File: src/rtl/blink_pkg.sv
// Shared types and helpers for the blink generator / blink meter pair.
package blink_pkg;

  typedef enum logic [1:0] {
    S_SYNC,
    S_HIGH,
    S_LOW,
    S_TIMEOUT
  } meter_state_t;

  // Divide first so large clock rates times long intervals stay inside 32 bits.
  function automatic int ms_to_ticks(input int f_clk, input int ms);
    return (f_clk / 1000) * ms;
  endfunction

  localparam int DEFAULT_F_CLK_HZ = 25_000_000;

endpackage

File: src/rtl/sync_edge.sv
// Synchronizer chain plus previous-level flop; reports the synchronized level and its edges.
module sync_edge #(
  parameter int SYNC_STAGES = 2
) (
  input  logic clk,
  input  logic rst,
  input  logic din,
  output logic level,
  output logic rise,
  output logic fall
);

  localparam int FILL_MAX = SYNC_STAGES + 1;
  localparam int FW       = $clog2(FILL_MAX + 1);

  logic [SYNC_STAGES-1:0] sync_q;
  logic                   prev;
  logic [FW-1:0]          fill;
  logic                   primed;

  // Edges stay masked until the chain and prev have refilled after reset, so a wave
  // already high at reset release is not mistaken for a fresh rise.
  always_ff @(posedge clk) begin
    if (rst) begin
      sync_q <= '0;
      prev   <= 1'b0;
      fill   <= '0;
    end else begin
      sync_q <= {sync_q[SYNC_STAGES-2:0], din};
      prev   <= sync_q[SYNC_STAGES-1];
      if (fill != FW'(FILL_MAX)) fill <= fill + 1'b1;
    end
  end

  assign primed = (fill == FW'(FILL_MAX));
  assign level  = sync_q[SYNC_STAGES-1];
  assign rise   = primed &  level & ~prev;
  assign fall   = primed & ~level &  prev;

endmodule

File: src/rtl/blink_meter.sv
// Measures high time, low time and period of an asynchronous square wave in whole ms,
// and flags loss of signal when no edge arrives for TIMEOUT_MS.
module blink_meter
  import blink_pkg::*;
#(
  parameter int F_CLK_HZ    = DEFAULT_F_CLK_HZ,
  parameter int MS_W        = 16,
  parameter int TIMEOUT_MS  = 5000,
  parameter int SYNC_STAGES = 2
) (
  input  logic            clk,
  input  logic            rst,
  input  logic            wave_in,
  output logic [MS_W-1:0] on_ms,
  output logic [MS_W-1:0] off_ms,
  output logic [MS_W:0]   period_ms,
  output logic            meas_valid,
  output logic            locked,
  output logic            timeout,
  output logic [2:0]      meas_cnt
);

  localparam int              TICKS_PER_MS = ms_to_ticks(F_CLK_HZ, 1);
  localparam int              PW           = $clog2(TICKS_PER_MS);
  localparam logic [MS_W-1:0] SEG_MAX      = '1;
  localparam logic [MS_W-1:0] TIMEOUT_VAL  = MS_W'(TIMEOUT_MS);

  if (TICKS_PER_MS < 2) begin : g_chk_ticks
    $error("blink_meter: F_CLK_HZ must give at least 2 ticks per ms");
  end
  if (TIMEOUT_MS >= (2 ** MS_W) - 1) begin : g_chk_timeout
    $error("blink_meter: TIMEOUT_MS must be below 2**MS_W-1");
  end
  if (SYNC_STAGES < 2) begin : g_chk_sync
    $error("blink_meter: SYNC_STAGES must be at least 2");
  end

  logic            wave_s, rise, fall, any_edge;
  logic [PW-1:0]   presc, presc_now;
  logic            ms_tick;
  logic [MS_W-1:0] seg_ms, high_lat;
  meter_state_t    state, state_next;
  logic            load_high, load_meas, set_timeout, clr_timeout;

  sync_edge #(.SYNC_STAGES(SYNC_STAGES)) u_sync (
    .clk   (clk),
    .rst   (rst),
    .din   (wave_in),
    .level (wave_s),
    .rise  (rise),
    .fall  (fall)
  );

  assign any_edge = rise | fall;

  // The edge cycle itself counts as prescaler 0, so N clocks between edges read as
  // floor(N / TICKS_PER_MS) ms and an edge never coincides with a tick.
  assign presc_now = any_edge ? '0 : presc;
  assign ms_tick   = (presc_now == PW'(TICKS_PER_MS - 1));

  always_ff @(posedge clk) begin
    if (rst) begin
      presc  <= '0;
      seg_ms <= '0;
    end else begin
      presc <= ms_tick ? '0 : presc_now + 1'b1;
      if (any_edge)
        seg_ms <= '0;
      else if (ms_tick && seg_ms != SEG_MAX)
        seg_ms <= seg_ms + 1'b1;
    end
  end

  always_ff @(posedge clk) begin
    if (rst) state <= S_SYNC;
    else     state <= state_next;
  end

  always_comb begin
    state_next  = state;
    load_high   = 1'b0;
    load_meas   = 1'b0;
    set_timeout = 1'b0;
    clr_timeout = 1'b0;
    unique case (state)
      S_SYNC:    if (rise) state_next = S_HIGH;
      S_HIGH:    if (fall) begin
                   load_high  = 1'b1;
                   state_next = S_LOW;
                 end
      S_LOW:     if (any_edge && wave_s) begin
                   load_meas  = 1'b1;
                   state_next = S_HIGH;
                 end
      S_TIMEOUT: if (rise) begin
                   clr_timeout = 1'b1;
                   state_next  = S_HIGH;
                 end
      default:   state_next = S_SYNC;
    endcase
    // An edge arriving in the same cycle keeps the measurement alive.
    if (state != S_TIMEOUT && !any_edge && seg_ms == TIMEOUT_VAL) begin
      state_next  = S_TIMEOUT;
      set_timeout = 1'b1;
      load_high   = 1'b0;
      load_meas   = 1'b0;
    end
  end

  always_ff @(posedge clk) begin
    if (rst) begin
      high_lat   <= '0;
      on_ms      <= '0;
      off_ms     <= '0;
      period_ms  <= '0;
      meas_valid <= 1'b0;
      locked     <= 1'b0;
      timeout    <= 1'b0;
      meas_cnt   <= '0;
    end else begin
      meas_valid <= load_meas;
      if (load_high) high_lat <= seg_ms;
      if (load_meas) begin
        on_ms     <= high_lat;
        off_ms    <= seg_ms;
        period_ms <= {1'b0, high_lat} + {1'b0, seg_ms};
        locked    <= 1'b1;
        meas_cnt  <= meas_cnt + 1'b1;
      end
      if (set_timeout) begin
        timeout <= 1'b1;
        locked  <= 1'b0;
      end else if (clr_timeout) begin
        timeout <= 1'b0;
      end
    end
  end

endmodule

File: config.mk
export PLATFORM = sky130hd
export DESIGN_NAME = blink_meter
export DESIGN_NICKNAME = d
export VERILOG_FILES = /design/src/rtl/blink_pkg.sv /design/src/rtl/sync_edge.sv /design/src/rtl/blink_meter.sv
export SDC_FILE = /design/constraint.sdc
export NUM_CORES = 1
export LEC_CHECK = 0
export ABC_AREA = 1
export CORE_ASPECT_RATIO = 0.8
export CORE_UTILIZATION = 57
export CTS_CLUSTER_SIZE = 12
export DETAILED_ROUTE_END_ITERATION = 8
export PLACE_DENSITY = 0.89
export SYNTH_ARGS = -nofsm -noshare
export SYNTH_HDL_FRONTEND = slang
export SYNTH_HIERARCHICAL = 1
export SYNTH_SLANG_ARGS = --single-unit
File: constraint.sdc
create_clock -name clk -period 3.1 [get_ports clk]
set_clock_uncertainty 0.1 [all_clocks]
set_input_delay 0.62 -clock clk [delete_from_list [all_inputs] [get_ports clk]]
set_output_delay 0.62 -clock clk [all_outputs]
set_load 0.03 [all_outputs]
======== Word-level counts from Yosys, hierarchy flattened ========
Cells that the tools add are included.
W data, S select, Z words.
word-level totals
  register bits after elaboration ......... 109
  input port bits ......................... 3
  output and inout port bits .............. 55
  word-level logic and storage cells ...... 67
cells by class
  add/subtract/negate cells ............... 5
  eq/ne operators ......................... 12
  mux-type cells .......................... 17
  bitwise gates (word level) .............. 7
  reductions and logical operators ........ 12
operators by type and width
  operator                 number
  $add A16 B16 Y17         1
  $add A16 B1 Y16 const B  1
  $eq A16 B13 Y1 const B   1
  $ne A16 B16 Y1 const B   1
  $add A15 B1 Y15 const B  1
  $eq A15 B15 Y1 const B   1
  $mux W15                 1
  $mux W1                  11
  $mux W2                  4
  $reduce_or A2 Y1         4
  $eq A2 B2 Y1 const B     3
  $ne A3 B3 Y1 const B     2
  $pmux W2 S3              1
  $and A1 B1 Y1            4
  $logic_and A1 B1 Y1      4
  $ne A2 B2 Y1 const B     2
  $add A3 B1 Y3 const B    1
  $ne A3 B1 Y1 const B     1
  $reduce_and A3 Y1        1
  $add A2 B1 Y2 const B    1
  $eq A2 B1 Y1 const B     1
  $logic_not A2 Y1         1
  $not A1 Y1               2
  $reduce_bool A2 Y1       1
  other kinds (2)          2

======== Depth between registers and ports, before layout ========
Gate-level depths: netlist of the first run.
  depth in word-level cells ............... 9
  depth in mapped cells ................... 16
  mapped depth without buffers ............ 15

======== Modules after synthesis ========
Netlist of the first run, hierarchy kept.
modules (own cells, without submodules)
  module       times used  cells each  area each (um2)  seq. area each (um2)
  blink_meter  1           801         5582.9           2082.0
  sync_edge    1           26          196.4            100.1

======== Worst setup path before layout of the first run ========
Ideal clock, no wire load.
  kind .................................... register to register
  start point ............................. reg u_sync.fill[0]
  end point ............................... reg seg_ms[10]
  library setup time ...................... 0.070 ns
  arrival ................................. 2.151 ns
  data required time ...................... 2.930 ns
  path slack .............................. 0.779 ns
  stages on the path, launching flop included .. 16
  buffers on the path ..................... 1
  period minus slack after synthesis ...... 2.321 ns
  cells stage by stage .................... dfxtp_1 > ha_1 > inv_2 > nor3_2 > inv_1 > nand2_2 > buf_6 > nor2_1 > ha_1 > inv_1 > nor2_1 > nand2_1 > inv_1 > nand3_2 > nand2_1 > a21oi_1
between the ends
  cells in the longest elaborated chain, start to end .. 7
  elaborated cells between the ends (all ways) .. 10
  classes of those cells .................. 2 x eq/ne; 1 x mux; 5 x bitwise; 2 x reduce/logical
RTL lines
  item                             line               source
  start, declared                  sync_edge.sv:18    logic [FW-1:0] fill;
  start signal, assigned           sync_edge.sv:31    if (fill != FW'(FILL_MAX)) fill <= fill + 1'b1;
  $eq A2 B2 Y1 (*)                 sync_edge.sv:35    assign primed = (fill == FW'(FILL_MAX));
  $and A1 B1 Y1 (*) (2 in series)  sync_edge.sv:37    assign rise = primed & level & ~prev;
  named net rise                   blink_meter.sv:38  logic wave_s, rise, fall, any_edge;
  $or A1 B1 Y1 (*)                 blink_meter.sv:54  assign any_edge = rise | fall;
  $mux W15                         blink_meter.sv:58  assign presc_now = any_edge ? '0 : presc;
  $eq A15 B15 Y1                   blink_meter.sv:59  assign ms_tick = (presc_now == PW'(TICKS_PER_MS - 1));
  $logic_and A1 B1 Y1              blink_meter.sv:69  else if (ms_tick && seg_ms != SEG_MAX)
  end signal, assigned             blink_meter.sv:70  seg_ms <= seg_ms + 1'b1;
  end, declared                    blink_meter.sv:41  logic [MS_W-1:0] seg_ms, high_lat;
The timed path passes the listed nets; every way through them passes the cells marked *.
A chain may end at the register's enable or synchronous reset.

======== Worst setup path in the final report of the first run ========
  start point ............................. reg u_sync.fill[0]
  end point ............................... reg seg_ms[15]
Same word-level chain as after synthesis.

==> results.md, run 1 <==
* Status: completed
* Initial antenna violation count at 0
* Starting DRT DRC Count at roughly 570
* Area leader, netlist: dfxtp_1
* Multi-input gate area at approximately 3000 µm²
* Worst-path fanout max at 13
* Kind of critical path: reg -> reg
* Clk sinks at 109
* Crit share post-route at between 80% and 90%
* Syn nets at ~860
* CTS Hold Bufs at 0
* GRT Residual Overflow at 0
* Fin crit period at around 2.8 ns
* Pin count of the biggest net entering global routing at 61
* Final ANT Viol Nets at 0
* Yosys reg bits at around 110
* Pwr/cell area at approximately 420 nW/µm²
* Dpl hpwl at 10400 µm
* Cell leakage power at ~0.0028 µW
* Die Span X at about 110 µm
* Via/cell ratio at about 5.5
* I/O pin cnt at 58
* Relative slew slack at a little under 50%
* TritonCTS clock tree: built
* Peak supply drop at around 0.00040 V
* CP dominant cell by count: inv_1
* Switching Share at about a quarter
* Clock Latency Late Sink at roughly 0.36 ns
* Die area at 10500 µm²
* WHS Endpoint: u_sync/sync_q[1]
* Worst R2R Start: u_sync/fill[0]
* NetSw at between 700 and 800 µW
* CTS clk-pin slew, worst paths at 0.08 ns
* Nets@finish at ~900
* First-pass GRT wire length at 24100 µm
* Final setup fails at 0
* Internal Power at between 2000 and 2500 µW
* Top-area cell type share of the netlist area at 37.8%
* Min Hold Slack at a little over 0.3 ns
* Layout cells sized above 1 at 7.16%
* DR pass1 iterations at 5
* Top-count cell post-synth: nand2_1
* Seq/Total Area, Yosys at between 30 and 40%
* Hold_sp: u_sync/sync_q[0]
* Wirelength per Cell at ~14 µm
* Data arrival, critical path at between 2 and 3 ns
* RD Place Congestion at 0.953
* Commonest cells post-synth: 208 x nand2_1, 109 x dfxtp_1, 105 x inv_1
* R2R Setup Slk at 0.35 ns
* Startpoint types: register
* YS warnings at 6
* Post-CTS sizing at 0
* Post-synth top flop: dfxtp_1
* Measured slew at the worst slew-check pin at 0.766 ns
* Kind of end point of the critical path: register
* Synth Area per Inst at about 7.0 µm²
* Port bufs at 57
* Final hold violations at 0
* Class of the worst hold path: reg -> reg
* Clk buf depth at 2
* Initial core utilization at 59.4%
* Area grow syn2layout at 17.1%
* Cells along the critical path: ha_1 -> inv_2 -> nor3_2 -> inv_1 -> nand2_2 -> nor2_2 -> ha_1 -> inv_1 -> nor2_1 -> nand2_1 -> inv_1 -> nand3_2 -> nand2_1 -> a21oi_1
* Ant diodes at 0
* Post-Syn Instances at between 800 and 900
* Cts bufs inserted at 9
* Vias in the first global route at about 5100
* Max stage delay cell, worst path: dfxtp_1
* Max Cap Viol at 0
* Core Area at a little under 10000 µm²
* Reg2reg end: seg_ms[15]
* DRC viols at 0
* Final Non-Filler Cells at around 1000
* Die H at just over 90 µm
* Fillers at 759
* Logic pwr share at 6.2%
* DP Cell Count at 1000
* Htree depth at 3
* Worst Reg-to-Reg Cells at 14
* Synth Cell Area at 5780 µm²
* Storage cell area at about 2200 µm²
* Hold Crit Depth at 2
* Vias at approximately 5600
* Synth area leaders: dfxtp_1 38%, nand2_1 14%, a21oi_1 7.6%, inv_1 6.8%, nand3_1 5.5%
* Tot Pwr at 2860 µW
* Synth unique cells at 37
* Ys async rst share at 0%
* Clk root buf: clkbuf_16
* Slew Viols, Final at 0
* RSZ-0062 raised after global routing: no
* Crit path buf inv count at 4
* CP required at ~3.3 ns
* EDFF count, synth at 0
* Finished Cell Area at 6770 µm²
* Post-CTS setup buffers at 0
* Fmax achieved at between 300 and 400 MHz
* All-Layer GR Usage at 29.2%
* Dpl cell area at about 6400 µm²
* CP peak stage delay at about 0.38 ns
* Delay-heaviest family, CP: simple AND/OR/NAND/NOR gates
* Share of power burned in registers at slightly above 50%
* Setup tns final at 0 ns
* Drt total wl at between 10000 and 15000 µm
* Num rows at 32
* Clock share of power at 43.4%
==> cells in the final DEF (no fill, tap or decap), types with 10 or more instances in the layout <==
cell type / count
a21oi_1: 88
clkdlybuf4s50_1: 57
dfxtp_1: 109
ha_1: 25
inv_1: 105
nand2_1: 208
nand3_1: 63
nand4_1: 15
nor2_1: 65
o21ai_0: 40
xor2_1: 10
==> state kept, by name, summed over array words and instances (netlist names) <==
| signal | cells |
|---|---|
| u_sync/fill | 2 |
| on_ms | 16 |
| presc | 15 |
| meas_cnt | 3 |
| u_sync/sync_q | 2 |
| off_ms | 16 |
| meas_valid | 1 |
| high_lat | 16 |
| seg_ms | 16 |
| u_sync/prev | 1 |
| state | 2 |
| period_ms | 17 |
| timeout | 1 |
| locked | 1 |
==> power by group through the flow <==
stage               clock network (µW)  registers [µW]  logic (µW)
floorplan                            0            1470         127
global placement                     0            1470         154
detailed placement                   0            1470         162
CTS                               1250            1440         173
global route                      1310            1450         195
finish                            1240            1440         176
==> worst max-delay path by stage <==
stage | slack, ns | end | start | depth (start not counted)
after global placement | 0.59 | seg_ms[8] | u_sync/fill[0] | 14
after global routing | 0.15 | seg_ms[15] | u_sync/fill[0] | 14
after floorplan | 0.78 | seg_ms[10] | u_sync/fill[0] | 15
final | 0.35 | seg_ms[15] | u_sync/fill[0] | 14
after detailed placement | 0.45 | seg_ms[4] | u_sync/fill[0] | 14
after CTS | 0.36 | seg_ms[15] | u_sync/fill[0] | 14
==> worst register-to-register path, cell delays in order (launching register included) <==
cell	delay, ns
dfxtp_1	0.38
ha_1	0.25
inv_2	0.08
nor3_2	0.28
inv_1	0.14
nand2_2	0.29
nor2_2	0.09
ha_1	0.23
inv_1	0.12
nor2_1	0.07
nand2_1	0.17
inv_1	0.07
nand3_2	0.17
nand2_1	0.09
a21oi_1	0.16
==> cell type report <==
cell class,count,area share (%)
multi-input cells,582,45.1
flip-flops and latches,109,32.2
inverters,110,6.12
repair buffers,63,9.28
clock inverters,7,1.44
well taps,136,2.51
clock buffers,9,3.33
==> through the flow <==
step           setup slack, ns  util [%]
6_report                 0.345      69.6
5_1_grt                  0.148      69.6
4_1_cts                  0.363      69.6
3_5_place_dp             0.452      66.3
3_3_place_gp             0.588      66.3
2_1_floorplan            0.779         -
==> logic make-up (layout without fill, tap and decap cells) <==
family | Yosys count | after routing | synth area share (%)
adders and majority gates | 26 | 26 | 5.76
DFF | 109 | 109 | 37.8
and+or+nand+nor | 399 | 399 | 31.9
xor gates and xnor gates | 12 | 12 | 1.82
buffers and inverters | 136 | 189 | 9.42
AOI/OAI and AO/OA | 145 | 145 | 13.3
==> layer usage <==
layer	GRT usage (%)	share of wire (%)	up-vias
met3	9.32	10	27
met5	0	0	-
met1	38.3	45	2549
met2	45.3	43	254
met4	9.63	1.7	0
li1	-	-	2760
Note: power is estimated with default switching activity, not from simulation.
==> inputs of run 2 (changes only) <==
Clock period 3.1 ns to 2.9 ns, I/O delays scaled along.
==> results.md, run 2 (synthesized netlist as in run 1, its figures left out) <==
* Dpl hpwl at 10500 µm
* Starting DRT DRC Count at between 500 and 600
* RSZ-0062 raised after global routing: no
* Htree depth at 3
* RD Place Congestion at ~0.96
* Multi-input gate area at between 3000 and 4000 µm²
* Dpl ws at 0.262 ns
* Cell leakage power at 0.00278 µW
* Final setup fails at 0
* Fillers at 759
* Max Cap Viol at 0
* Via/cell ratio at ~5.5
* Vias at between 5000 and 6000
* Clk buf depth at 2
* Storage cell area at 2180 µm²
* Worst R2R Start: u_sync/fill[0]
* Wirelength per Cell at 14.3 µm
* Layout cells sized above 1 at 7.26%
* CP peak stage delay at approximately 0.38 ns
* Nets@finish at a little over 900
* Die Span X at 115 µm
* Vias in the first global route at 5141
* Final hold violations at 0
* Hold_sp: u_sync/sync_q[0]
* Worst-path fanout max at 13
* DRC viols at 0
* All-Layer GR Usage at around 30%
* WHS Endpoint: u_sync/sync_q[1]
* Commonest cells after routing, fill and taps aside: 208 x nand2_1, 109 x dfxtp_1, 105 x inv_1, 88 x a21oi_1, 65 x nor2_1
* Worst Reg-to-Reg Cells at 14
* Kind of end point of the critical path: register
* I/O pin cnt at 58
* Commonest non-fill, non-tap cell in the layout: nand2_1
* Clock Latency Late Sink at roughly 0.36 ns
* Reg2reg end: seg_ms[7]
* Status: completed
* Initial core utilization at around three fifths
* Clk root buf: clkbuf_16
* Startpoint types: register
* CP required at roughly 3.1 ns
* Max FFs per register at 17
* Largest Register: period_ms
* DR pass1 iterations at 6
* CP dominant cell by count: inv_1
* Num rows at 32
* Pin count of the biggest net entering global routing at 51
* Cells along the critical path: ha_1 -> inv_2 -> nor3_2 -> inv_1 -> nand2_4 -> nor2_2 -> ha_1 -> inv_1 -> nor2_1 -> nand2_1 -> inv_1 -> nand3_2 -> nand2_1 -> a21oi_1
* Kind of critical path: reg -> reg
* Setup tns final at 0 ns
* First-pass GRT wire length at between 20000 and 25000 µm
* Hold Crit Depth at 2
* Class of the worst hold path: reg -> reg
* Crit share post-route at between 80 and 90%
* Initial antenna violation count at 0
* Ant diodes at 0
* Max stage delay cell, worst path: dfxtp_1
* Data arrival, critical path at 2.78 ns
* Core Area at just under 10000 µm²
* Final ANT Viol Nets at 0
* Clk sinks at 109
* Cts bufs inserted at 9
* Final WS setup at between 0.3 and 0.4 ns
* Die H at roughly 92 µm
* GRT Residual Overflow at 0
* Fmax achieved at 386 MHz
* Port bufs at between 50 and 60
* Area grow syn2layout at 17.3%
* Drt total wl at approximately 15000 µm
* CTS clk-pin slew, worst paths at about 0.080 ns
* Measured slew at the worst slew-check pin at 0.796 ns
* R2R Setup Slk at just over 0.3 ns
* Slew Viols, Final at 0
* Pwr/cell area at 447 nW/µm²
* Peak supply drop at 0.000429 V
* Min Hold Slack at between 0.3 and 0.4 ns
* Relative slew slack at a little under half
* Die area at about 11000 µm²
* TritonCTS clock tree: built
* Fin crit period at about 2.6 ns
==> run 2: critical path, delay by kind of cell (launching register included) <==
family	cells	cell delay (ns)
buf+inv	4	0.41
simple gates	7	1.02
compound gates	1	0.15
flops	1	0.38
fa+ha+maj	2	0.45
==> run 2: how the worst max path moves through the flow <==
stage          slack, ns           start         end
2_1_floorplan       0.58  u_sync/fill[0]  seg_ms[10]
3_3_place_gp        0.40  u_sync/fill[0]   seg_ms[8]
3_5_place_dp        0.26  u_sync/fill[0]   seg_ms[7]
4_1_cts             0.23  u_sync/fill[0]   seg_ms[7]
5_1_grt             0.06  u_sync/fill[0]   seg_ms[4]
6_report            0.31  u_sync/fill[0]   seg_ms[7]
==> run 2: layout make-up <==
type	count	area share, %
Timing Repair Buffer	64	9.38
Inverter	110	6.11
Sequential cell	109	32.2
Clock inverter	6	1.14
Tap cell	136	2.51
Multi-Input combinational cell	582	45.1
Clock buffer	10	3.53
==> run 2: repair_timing <==
item	in CTS	in global routing
resized for setup	0	1
buffers inserted	0	0
hold buffers	0	0
endpoints found under the setup margin	0	4
==> run 2: power by group <==
group	switching [µW]	internal [µW]
registers	22.2	1520
logic	112	63.6
clock network	598	710
==> run 2: metal layers <==
layer	share of wire [%]	up-vias	global-route usage, %
met2	43	237	44.4
met5	0	-	0
met1	47	2529	42.1
li1	-	2759	-
met4	1.3	0	9.20
met3	8.9	18	6.94
==> run 2: stage by stage <==
stage | cells | power (µW) | cell area (µm²) | util [%]
after floorplan | 827 | 1710 | 5780 | -
after global placement | 1001 | 1740 | 6450 | 66.3
after detailed placement | 1001 | 1740 | 6450 | 66.3
after CTS | 1017 | 3030 | 6770 | 69.6
after global routing | 1017 | 3130 | 6780 | 69.7
final | 1017 | 3030 | 6780 | 69.7
